[config.mk]
export PLATFORM = sky130hd
export DESIGN_NAME = turret_zone_sequencer
export DESIGN_NICKNAME = d
export VERILOG_FILES = /design/src/rtl/turret_pkg.sv /design/src/rtl/zone_accum_bank.sv /design/src/rtl/turret_zone_sequencer.sv
export SDC_FILE = /design/constraint.sdc
export NUM_CORES = 1
export LEC_CHECK = 0
export CORE_MARGIN = 2
export CORE_UTILIZATION = 50
export CTS_CLUSTER_DIAMETER = 40
export DETAILED_ROUTE_END_ITERATION = 10
export PLACE_DENSITY = 0.71
export SLEW_MARGIN = 20
export SYNTH_ARGS = -nofsm -noshare
export SYNTH_HDL_FRONTEND = slang
export SYNTH_HIERARCHICAL = 1
export SYNTH_SLANG_ARGS = --single-unit
[constraint.sdc]
create_clock -name i_fclk -period 4.5 [get_ports i_fclk]
set_input_delay 0.9 -clock i_fclk [delete_from_list [all_inputs] [get_ports i_fclk]]
set_output_delay 0.9 -clock i_fclk [all_outputs]
set_load 0.005 [all_outputs]
[src/rtl/turret_pkg.sv]
// Shared types and widths for the turret zone sequencer and its accumulator bank.
package turret_pkg;

    typedef enum logic [2:0] {
        IDLE,
        CLEAR,
        ACCUM,
        EVAL,
        HOLD
    } zone_state_t;

    localparam int ZONE_CNT_W = 8;
    localparam int ZONE_IDX_W = 4;

    localparam logic [ZONE_CNT_W-1:0] ZONE_CNT_MAX = '1;

endpackage

[src/rtl/zone_accum_bank.sv]
// Bank of per-zone saturating hit counters with an index-selected read port
// used by the sequential threshold/argmax scan.
module zone_accum_bank
    import turret_pkg::*;
#(
    parameter int NCH = 9
) (
    input  logic                  i_clk,
    input  logic                  i_rst,
    input  logic                  i_clr,
    input  logic                  i_en,
    input  logic [NCH-1:0]        i_data,
    input  logic [ZONE_IDX_W-1:0] i_idx,
    output logic [ZONE_CNT_W-1:0] o_cnt
);

    localparam logic [ZONE_CNT_W-1:0] CNT_ONE = ZONE_CNT_W'(1);

    logic [ZONE_CNT_W-1:0] r_acc [NCH];

    // Counters stick at full scale rather than wrapping to a small value.
    always_ff @(posedge i_clk or posedge i_rst) begin
        if (i_rst) begin
            for (int i = 0; i < NCH; i++) begin
                r_acc[i] <= '0;
            end
        end else if (i_clr) begin
            for (int i = 0; i < NCH; i++) begin
                r_acc[i] <= '0;
            end
        end else if (i_en) begin
            for (int i = 0; i < NCH; i++) begin
                if (i_data[i] && (r_acc[i] != ZONE_CNT_MAX)) begin
                    r_acc[i] <= r_acc[i] + CNT_ONE;
                end
            end
        end
    end

    always_comb begin
        o_cnt = '0;
        for (int i = 0; i < NCH; i++) begin
            if (i_idx == ZONE_IDX_W'(i)) begin
                o_cnt = r_acc[i];
            end
        end
    end

endmodule

[src/rtl/turret_zone_sequencer.sv]
// Window sequencer: trigger, accumulate zone activity, scan for the strongest
// zone above threshold, and hand the result over a valid/ready handshake.
module turret_zone_sequencer
    import turret_pkg::*;
#(
    parameter int NCH    = 9,
    parameter int WINDOW = 90,
    parameter int THRESH = 20,
    parameter int PERIOD = 1000
) (
    input  logic                  i_fclk,
    input  logic                  i_reset,
    input  logic                  i_start,
    input  logic                  i_auto_en,
    input  logic [NCH-1:0]        i_data,
    input  logic                  i_target_ready,
    output logic [NCH-1:0]        o_hit,
    output logic [ZONE_IDX_W-1:0] o_target_idx,
    output logic                  o_target_valid,
    output logic                  o_busy,
    output logic                  o_done
);

    localparam int PCW = (PERIOD > 1) ? $clog2(PERIOD) : 1;

    zone_state_t r_state;
    zone_state_t w_nextState;

    logic [PCW-1:0]        r_periodCnt;
    logic [ZONE_CNT_W-1:0] r_winCnt;
    logic [ZONE_IDX_W-1:0] r_scanIdx;
    logic [ZONE_CNT_W-1:0] r_bestCnt;
    logic [ZONE_IDX_W-1:0] r_bestIdx;
    logic                  r_anyHit;
    logic [NCH-1:0]        r_hitNext;
    logic [NCH-1:0]        r_hit;
    logic [ZONE_IDX_W-1:0] r_targetIdx;
    logic                  r_done;

    logic [ZONE_CNT_W-1:0] w_zoneCnt;
    logic                  w_autoFire;
    logic                  w_lastAccum;
    logic                  w_lastScan;
    logic                  w_zoneHit;
    logic                  w_takeBest;
    logic                  w_anyFinal;
    logic [ZONE_IDX_W-1:0] w_bestIdxFinal;
    logic [NCH-1:0]        w_hitFinal;

    zone_accum_bank #(
        .NCH (NCH)
    ) u_bank (
        .i_clk  (i_fclk),
        .i_rst  (i_reset),
        .i_clr  (r_state == CLEAR),
        .i_en   (r_state == ACCUM),
        .i_data (i_data),
        .i_idx  (r_scanIdx),
        .o_cnt  (w_zoneCnt)
    );

    assign w_autoFire  = i_auto_en && (r_periodCnt == PCW'(PERIOD - 1));
    assign w_lastAccum = (r_winCnt == ZONE_CNT_W'(WINDOW - 1));
    assign w_lastScan  = (r_scanIdx == ZONE_IDX_W'(NCH - 1));

    // Strictly-greater replacement keeps the lower index on ties.
    assign w_zoneHit      = (w_zoneCnt > ZONE_CNT_W'(THRESH));
    assign w_takeBest     = w_zoneHit && (!r_anyHit || (w_zoneCnt > r_bestCnt));
    assign w_anyFinal     = r_anyHit || w_zoneHit;
    assign w_bestIdxFinal = w_takeBest ? r_scanIdx : r_bestIdx;

    always_comb begin
        w_hitFinal = r_hitNext;
        for (int i = 0; i < NCH; i++) begin
            if (r_scanIdx == ZONE_IDX_W'(i)) begin
                w_hitFinal[i] = w_zoneHit;
            end
        end
    end

    always_ff @(posedge i_fclk or posedge i_reset) begin
        if (i_reset) begin
            r_state <= IDLE;
        end else begin
            r_state <= w_nextState;
        end
    end

    always_comb begin
        w_nextState = r_state;
        case (r_state)
            IDLE:    if (i_start || w_autoFire) w_nextState = CLEAR;
            CLEAR:   w_nextState = ACCUM;
            ACCUM:   if (w_lastAccum) w_nextState = EVAL;
            EVAL:    if (w_lastScan) w_nextState = w_anyFinal ? HOLD : IDLE;
            HOLD:    if (i_target_ready) w_nextState = IDLE;
            default: w_nextState = IDLE;
        endcase
    end

    always_comb begin
        o_busy         = (r_state != IDLE);
        o_target_valid = (r_state == HOLD);
    end

    // The period counter only runs while sitting in IDLE with auto mode on.
    always_ff @(posedge i_fclk or posedge i_reset) begin
        if (i_reset) begin
            r_periodCnt <= '0;
        end else if ((r_state == IDLE) && i_auto_en && (w_nextState == IDLE)) begin
            r_periodCnt <= r_periodCnt + PCW'(1);
        end else begin
            r_periodCnt <= '0;
        end
    end

    always_ff @(posedge i_fclk or posedge i_reset) begin
        if (i_reset) begin
            r_winCnt  <= '0;
            r_scanIdx <= '0;
            r_bestCnt <= '0;
            r_bestIdx <= '0;
            r_anyHit  <= 1'b0;
            r_hitNext <= '0;
        end else if (r_state == CLEAR) begin
            r_winCnt  <= '0;
            r_scanIdx <= '0;
            r_bestCnt <= '0;
            r_bestIdx <= '0;
            r_anyHit  <= 1'b0;
            r_hitNext <= '0;
        end else if (r_state == ACCUM) begin
            r_winCnt <= r_winCnt + ZONE_CNT_W'(1);
        end else if (r_state == EVAL) begin
            r_scanIdx <= r_scanIdx + ZONE_IDX_W'(1);
            r_hitNext <= w_hitFinal;
            r_anyHit  <= w_anyFinal;
            if (w_takeBest) begin
                r_bestCnt <= w_zoneCnt;
                r_bestIdx <= r_scanIdx;
            end
        end
    end

    // Published results change only when a scan completes.
    always_ff @(posedge i_fclk or posedge i_reset) begin
        if (i_reset) begin
            r_hit       <= '0;
            r_targetIdx <= '0;
            r_done      <= 1'b0;
        end else begin
            r_done <= (r_state == EVAL) && w_lastScan;
            if ((r_state == EVAL) && w_lastScan) begin
                r_hit <= w_hitFinal;
                if (w_anyFinal) begin
                    r_targetIdx <= w_bestIdxFinal;
                end
            end
        end
    end

    assign o_hit        = r_hit;
    assign o_target_idx = r_targetIdx;
    assign o_done       = r_done;

endmodule

## Yosys cells after proc, flatten, opt, wreduce, memory -nomap -nowiden

Cells that the tools add are included.

| cells by class | value |
|---|---|
| $add $sub $neg | 12 |
| reduce and logical (&&, ||, !) cells | 46 |
| order comparisons | 2 |
| muxes and demuxes | 55 |
| equality and inequality tests | 24 |

Operators by type and width:

| kind | count |
|---|---|
| two-way mux 8 bit | 24 |
| two-way mux 72 bit | 2 |
| adder 8 x 1 -> 8 bit (second input constant) | 10 |
| inequality test 8 bit (second input constant) | 9 |
| two-way mux 4 bit | 7 |
| two-way mux 9 bit | 3 |
| nonzero test 2 bit | 12 |
| AND reduction 2 bit | 11 |
| == test 4 x 3 -> 1 bit (second input constant) | 4 |
| two-way mux 3 bit | 5 |
| case mux 3 bit (5 select lines) | 1 |
| logical AND 1 bit | 14 |
| two-way mux 1 bit | 12 |
| adder 10 x 1 -> 10 bit (second input constant) | 1 |
| == test 10 bit (second input constant) | 1 |
| two-way mux 10 bit | 1 |
| == test 4 x 2 -> 1 bit (second input constant) | 2 |
| == test 8 x 7 -> 1 bit (second input constant) | 1 |
| > comparator 8 x 5 -> 1 bit (second input constant) | 1 |
| > comparator 8 bit | 1 |
| == test 3 x 2 -> 1 bit (second input constant) | 2 |
| zero test 3 bit | 2 |
| adder 4 x 1 -> 4 bit (second input constant) | 1 |
| == test 4 x 1 -> 1 bit (second input constant) | 1 |
| other kinds (9) | 11 |

| word-level totals | value |
|---|---|
| output and inout port bits | 16 |
| input port bits | 14 |
| flip-flop bits (word level) | 133 |

## Depth between registers and ports, before layout

Gate-level depths: netlist of run 1.

| logic depth | value |
|---|---|
| depth in word-level cells | 18 |
| depth in mapped cells | 15 |

## By module

Netlist of run 1, hierarchy kept.

Modules (own cells, without submodules):

| module | area each (um^2) | times used | sequential area each (um^2) | cells an instance |
|---|---|---|---|---|
| zone_accum_bank | 4495.6 | 1 | 1801.7 | 488 |
| turret_zone_sequencer | 2972.9 | 1 | 1501.4 | 307 |

## Worst setup path before layout of run 1

OpenSTA, ideal clock, no wires.

| timing | value |
|---|---|
| path type | flip-flop to flip-flop |
| from | reg r_scanIdx[0] |
| to | reg r_bestCnt[1] |
| arrival | 3048 ps |
| buffers on the path | 3 |
| stages on the path, launching flop included | 14 |
| slack | 1332 ps |
| period minus slack after synthesis | 3168 ps |
| setup time | 121 ps |
| cells stage by stage | dfrtp_1 buf_2 buf_2 mux2_2 o21ai_0 o21a_1 o21ai_0 ha_1 a211oi_1 o21ai_0 o211ai_2 nor2_1 buf_2 a22o_1 |

| on the way | value |
|---|---|
| word-level cells in the longest chain between the ends | 15 |
| elaborated cells on any way between the ends | 28 |

RTL lines:

| item | line | source |
|---|---|---|
| start, declared | turret_zone_sequencer.sv:31 | `logic [ZONE_IDX_W-1:0] r_scanIdx;` |
| start signal, assigned | turret_zone_sequencer.sv:135 | `r_scanIdx <= r_scanIdx + ZONE_IDX_W'(1);` |
| zero test 4 bit | zone_accum_bank.sv:43 | `if (i_idx == ZONE_IDX_W'(i)) begin` |
| two-way mux 8 bit (8 in series) | zone_accum_bank.sv:43 |  |
| two-way mux 8 bit * | zone_accum_bank.sv:43 |  |
| via w_zoneCnt[5] | turret_zone_sequencer.sv:40 | `logic [ZONE_CNT_W-1:0] w_zoneCnt;` |
| > comparator 8 bit | turret_zone_sequencer.sv:68 | `assign w_takeBest = w_zoneHit && (!r_anyHit \|\| (w_zoneCnt > r_bestCnt));` |
| logical OR 1 bit | turret_zone_sequencer.sv:68 |  |
| logical AND 1 bit * | turret_zone_sequencer.sv:68 |  |
| nonzero test 2 bit (no line) * | -- |  |
| AND reduction 3 bit (no line) * | -- |  |
| end signal, assigned | turret_zone_sequencer.sv:139 | `r_bestCnt <= w_zoneCnt;` |
| end, declared | turret_zone_sequencer.sv:32 | `logic [ZONE_CNT_W-1:0] r_bestCnt;` |

The timed path passes the listed nets; every way through them passes the cells marked *. The select of a mux whose other input is x is not followed.
A chain may end at the register's enable or synchronous reset.

## Final worst setup path of run 1

| timing | value |
|---|---|
| from | reg r_scanIdx[3] |
| to | reg r_bestCnt[6] |

The elaborated chain is that of the path after synthesis.

==> results.md, run 1 <==
* RSZ-0062 raised after global routing: no
* Clock Power Share at 35.1%
* Critical path required time at between 4000 and 5000 ps
* Post_cts resized at 0
* # setup viols final at 0
* Net Sw Power at approximately 1.5 mW
* Clk buf depth at 2
* Hold crit path type: flip-flop to flip-flop
* Htree depth at 4
* Core ar. at roughly 15,000 um2
* CP Launch Point: r_scanIdx[3]
* Antenna-violating nets left at 0
* Fillcell total at ~1,200
* Routed vias at 6,203
* CP arrival at between 4000 and 5000 ps
* Mean Syn Cell Area at between 9 and 10 um2
* Num CTS Buffers at 17
* Int Pwr at approximately 2.9 mW
* Starting Density at approximately half
* Peak supply drop at 407 uV
* Clk root buf: clkbuf_16
* Max-cap viol count at 0
* Largest net degree at the start of global routing at between 40 and 50
* Reg2reg start: r_scanIdx[3]
* Post-DP HPWL at roughly 12 mm
* Commonest non-fill, non-tap cell in the layout: dfrtp_1
* Crit path max fanout at 19
* Setup TNS at 0 ps
* Synth Cell Area at roughly 7500 um2
* Worst Reg-to-Reg Cells at 11
* Achievable Freq at 260 MHz
* Multi-input gate area at just under 4000 um2
* Switching part of the total power at about 33%
* Register area share after synthesis at between 40% and 50%
* # rows at 44
* Clk slew on worst S/H paths at 60 ps
* Global route overflow at 0
* Vias in the first global route at around 6,100
* Initial antenna violation count at 0
* Cell area power density at ~520 nW/um2
* IO buf count at 29
* Nets at 852
* Distinct cells, synth at 64
* Reg-to-Reg End: r_bestCnt[6]
* Hold_sp: o_hit[8]
* Die area at ~16,000 um2
* Post-Synthesis Cells at approximately 800
* Post-synth EDFFs at 0
* Prevailing post-synth register cell: dfrtp_1
* Hold Crit Depth at 2
* Die height at between 100 and 150 um
* Die W at approximately 130 um
* Routed len/inst at ~17 um
* Via density at a little over 6
* GP Congestion at slightly below 0.9
* Worst Hold End: o_hit[8]
* Leakage at approximately 3.5 nW
* Setup repair bufs after CTS at 0
* Ant diodes at 0
* Status: complete, no violations
* Register area at around 3300 um2
* Reg2Reg Setup Slack at ~660 ps
* Total Routing Usage GR at between 20% and 30%
* Layout cells sized above 1 at 7.98%
* Fin. max-slew vios at 0
* Synth Register Bits at around 130
* Tmin final at a little under 4000 ps
* Post-synth ARST share at 100%
* DR iter-0 viols at 536
* Layout area overhead at 14.2%
* First-pass GRT wire length at ~30 mm
* Final hold slack at between 400 and 500 ps
* Remaining DRCs at 0
* Worst slew pin tran at 976 ps
* Comb power frac at between 20% and 30%
* Rel. slew slack at 34.8%
* Post-Syn Nets at 833
* Seq pwr share at between 40% and 50%
* Synth warnings at 6
* Crit Path Category: flip-flop to flip-flop
* Num ports at 30
* CTS tree: yes
* Worst Clk Skew at approximately 14 ps
* Clock Sinks at 132
* Tcrit/Tclk final at between 80 and 90%
* CP endpoint kind: flip-flop
* Critical path startpoint category: flip-flop
* Hold buffers post-CTS at 0
* Most frequent cells in the layout: dfrtp_1, nand2_1, nor2_1
* Drt total wl at 17.7 mm
* Endpoints failing hold at 0
* Drt pass-1 iters at 6
* Skew-Pair Late Insertion Delay at 430 ps
cell usage after synthesis, drive strengths merged (4+ instances only):
cell	instances	area (um2)
mux2i	19	190
nand3	38	190
and4	6	53.8
dfrtp	132	3300
clkbuf	23	86.3
inv	29	116
a31oi	7	43.8
xnor2	7	61.3
o41ai	4	35.0
nor2b	18	113
o311ai	4	35.0
mux2	13	146
or3	8	55.1
a22o	19	166
buf	12	81.3
nand2	76	293
a21oi	44	220
xor2	21	184
and3	11	70.1
o21a	20	150
a311oi	5	43.8
nand4	12	75.1
o2111ai	4	35.0
and2	5	31.3
nor2	68	255
nor3	16	80.1
o21ai	61	305
a211oi	7	52.6
ha	24	300
o31ai	14	105
a22oi	7	52.6
or4	17	128
or2	4	25.0
o211ai	9	87.6
kinds of logic after synthesis:
kind of cell | synth area share [%]
AOI/OAI and AO/OA | 19.5
xor gates and xnor gates | 3.28
adders and majority gates | 4.02
buffers and inverters | 3.80
DFF | 44.2
muxes | 5.41
and+or+nand+nor | 19.8
power groups by stage:
stage / clock network [mW] / registers, mW / logic, mW
2_1_floorplan: 0 / 1.70 / 0.814
6_report: 1.55 / 1.84 / 1.01
3_3_place_gp: 0 / 1.84 / 0.952
4_1_cts: 1.57 / 1.83 / 1.01
3_5_place_dp: 0 / 1.85 / 0.999
5_1_grt: 1.62 / 1.88 / 1.16
registers in the layout (all words and copies together), names as in the netlist, 8 cells and up:
register      cells
r_winCnt          8
u_bank/r_acc     72
o_hit             9
r_hitNext         8
r_periodCnt      10
r_bestCnt         8
worst max-delay path, stage by stage (launching register included):
cell and delay, ps:
dfrtp_1 610, nor2b_1 550, and2_0 380, a21oi_1 120, a32oi_1 450, ha_1 340, nand4_1 110, nor2_1 60
nand2_1 70, o211ai_2 200, nor2_1 640, a22o_1 250
worst max path at each step:
stage              endpoint  slack, ps  cells past startpoint
2_1_floorplan  r_bestCnt[1]       1330                     13
3_3_place_gp   r_bestCnt[5]        820                     10
3_5_place_dp   r_bestIdx[2]        720                     11
4_1_cts        r_bestIdx[2]        680                     11
5_1_grt        r_bestCnt[4]        300                     10
6_report       r_bestCnt[6]        660                     11
stage by stage:
step	cell area [um2]	setup WS [ps]	cells	utilization [%]	total power, mW
2_1_floorplan	7470	1330	795	-	2.51
3_3_place_gp	7870	824	979	53.9	2.79
3_5_place_dp	7870	723	979	53.9	2.85
4_1_cts	8530	682	1011	58.4	4.41
5_1_grt	8530	297	1011	58.4	4.67
6_report	8530	655	1011	58.4	4.40
metal layers:
| metal | global-route usage [%] | vias up | wire length, um |
|---|---|---|---|
| met5 | 0 | - | 0 |
| met4 | 6.98 | 0 | 276 |
| met1 | 30.1 | 3062 | 7970 |
| li1 | - | 2976 | - |
| met3 | 4.59 | 25 | 634 |
| met2 | 39.2 | 140 | 8780 |
cell type report:
class	count	area share, %
Multi-Input combinational cell	599	45.5
Sequential cell	132	38.7
Clock buffer	23	5.72
Timing Repair Buffer	35	3.93
Tap cell	184	2.70
Clock inverter	9	2.02
Inverter	29	1.36
No activity file was read; power rests on OpenSTA's default activity.
==> run 2, diff against run 1 <==
--- a/config.mk
+++ b/config.mk
@@ -10,7 +10,7 @@
 export CTS_CLUSTER_DIAMETER = 40
 export DETAILED_ROUTE_END_ITERATION = 10
 export PLACE_DENSITY = 0.71
-export SLEW_MARGIN = 20
+export SLEW_MARGIN = 5
 export SYNTH_ARGS = -nofsm -noshare
 export SYNTH_HDL_FRONTEND = slang
 export SYNTH_HIERARCHICAL = 1
==> results of run 2 <==
Same layout as run 1: the final DEF is identical, and so are final timing and power.
==> variant, RTL diff (settings of run 1) <==
`ZONE_CNT_W`: 8 -> 9.
--- a/src/rtl/turret_pkg.sv
+++ b/src/rtl/turret_pkg.sv
@@ -10,5 +10,5 @@
     } zone_state_t;
 
-    localparam int ZONE_CNT_W = 8;
+    localparam int ZONE_CNT_W = 9;
     localparam int ZONE_IDX_W = 4;
 
Check against the original RTL: same outputs for any inputs over 10 cycles, from zero or initial values and one cycle with i_reset high; that may be too few to reach the edited logic, so the function may still have changed.
==> variant against run 1 <==
- final area grew 8.0%
- critical path depth shrank 2
- clock power shrank 11%
- synthesized area grew 9.7%
- routed wire length grew 4.2%
- power shrank 4.8%
- count of clock-buffer cells in the layout shrank 2
- worst setup slack gained 0.015 ns
- maximum frequency grew 0.40%
- first-iteration DRC count shrank 10%
- highest routed layer unchanged
- sequential cell count grew 11
- die area grew 9.4%
- sequential share of layout area grew 0.10 points
==> variant: results (changes against run 1) <==
outcome: "completed"
top_layer: "met4"
gp_congestion: 0.872  # +0.41%
r2r_setup_slack_ns: 0.67  # +0.02 ns
synth_top_flop_cell: "dfrtp_1"
grt_antenna_before_repair: 0  # unchanged
grt_max_degree: 47  # unchanged
hp-class: "reg -> reg"
grt.total_usage_pct: 22.2  # -0.98 points
combPwrFrac_pct: 21.6  # -1.4 points
drtPass1Iterations: 5  # -1
synthAdderAreaFrac_pct: 5.19  # +1.2 points
swShare_pct: 33.6  # +0.33 points
cts_resized: 0  # unchanged
grt_pass1_vias: 6260  # +3.1%
hpwl_um: 13000  # +5.1%
power_leakage_nw: 3.80  # +8.3%
placed_cells: 1094  # +12%
fin_skew_ns: 0.00743  # -0.00646 ns
synth-xor-area-share_pct: 6.42  # +3.1 points
nets: 945  # +11%
r2r-end: "o_hit[2]$_DFFE_PP0P_"
use_met1_pct: 29.8  # -0.32 points
muxShareOfSynthArea_pct: 4.70  # -0.71 points
ys_seq_area_share_pct: 43.7  # -0.54 points
crit_fanout: 30  # +11
fmax_mhz: 261  # +0.40%
drt-initial-drc-count: 480  # -10%
rr_worst_depth: 9  # -2
portBuffers: 29  # unchanged
netlist_instances: 878  # +10%
seqPwrFrac_pct: 45.5  # +3.6 points
met2WireLength_um: 8730  # -0.59%
power_density_nw_per_um2: 455  # -12%
path_clk_slew_ns: 0.06  # about the same
vias: 6557  # +5.7%
routed_via_density: 5.82  # -5.1%
synthDistinctLibCells: 64  # unchanged
synth.area.top_cells: "dfrtp_1 (44%), ha_1 (5.2%), nor2_1 (4.6%)"
max-slew-margin-rel_pct: 33.6  # -1.2 points
drive_gt1_share_pct: 9.67  # +1.7 points
hold_depth: 1  # -1
use_met2_pct: 35.0  # -4.2 points
synth_fp_nets: 926  # +11%
ir_worst_vdd_uv: 365  # -10%
drt-total-wl_um: 18400  # +4.2%
cp_data_arrival_time_ns: 4.13  # -0.07 ns
root_buffer: "clkbuf_16"
m1WireLength_um: 8360  # +4.9%
top_regs: "u_bank/r_acc x81, r_periodCnt x10"
synth_common_cells: "dfrtp_1 (143), nor2_1 (100), nand2_1 (95)"
r2r-start: "r_scanIdx[0]$_DFFE_PP0P_"
met3_usage_pct: 4.27  # -0.32 points
dp_slack_ns: 0.758  # +0.0352 ns
synth_compound_area_share_pct: 14.1  # -5.4 points
grt_pass1_wl_um: 31300  # +4.5%
post_dp_cell_area_um2: 8630  # +9.7%
dr_wl_met3_um: 754  # +19%
## variant: cell count changes after synthesis, moves of 13 or more
| cell | run 1 | this run |
|---|---|---|
| o21ai_0 | 59 | 42 |
| o211ai_1 | 5 | 20 |
| a22o_1 | 19 | 6 |
| nand2_1 | 75 | 95 |
| xnor2_1 | 7 | 41 |
| or4_1 | 17 | 0 |
| nor2_1 | 68 | 100 |
| o21a_1 | 20 | 3 |
| nor2b_1 | 18 | 4 |
## variant: kinds of logic after synthesis
kind of cell | count (synthesis)
fa+ha+maj | 34
mux | 33
buf+inv | 83
compound gates | 173
flops | 143
simple gates | 352
xor+xnor | 60
## variant: final cells by class
class	instances	area [um^2]
Tap cell	216	270
Inverter	41	155
Fill cell	1379	6730
Clock buffer	21	470
Sequential cell	143	3580
Multi-Input combinational cell	652	4240
Clock inverter	11	114
Timing Repair Buffer	42	388
## variant: worst min-delay path by stage
stage	startpoint	endpoint	slack [ns]
after floorplan	r_periodCnt[0]$_DFF_PP0_	r_periodCnt[0]$_DFF_PP0_	0.43
after global placement	r_periodCnt[0]$_DFF_PP0_	r_periodCnt[0]$_DFF_PP0_	0.45
after detailed placement	r_periodCnt[0]$_DFF_PP0_	r_periodCnt[0]$_DFF_PP0_	0.46
after CTS	r_periodCnt[0]$_DFF_PP0_	r_periodCnt[0]$_DFF_PP0_	0.47
after global routing	r_periodCnt[0]$_DFF_PP0_	r_periodCnt[0]$_DFF_PP0_	0.49
final	r_periodCnt[0]$_DFF_PP0_	r_periodCnt[0]$_DFF_PP0_	0.47
## variant: critical path: stages, from the launching register on
cell	delay (ns)
dfrtp_1	1.00
nand2b_4	0.11
o22ai_1	0.18
o21ai_0	0.13
a221o_1	0.39
o21a_1	0.18
o21ai_0	0.43
and2_1	0.76
o21ai_0	0.21
mux2_2	0.30
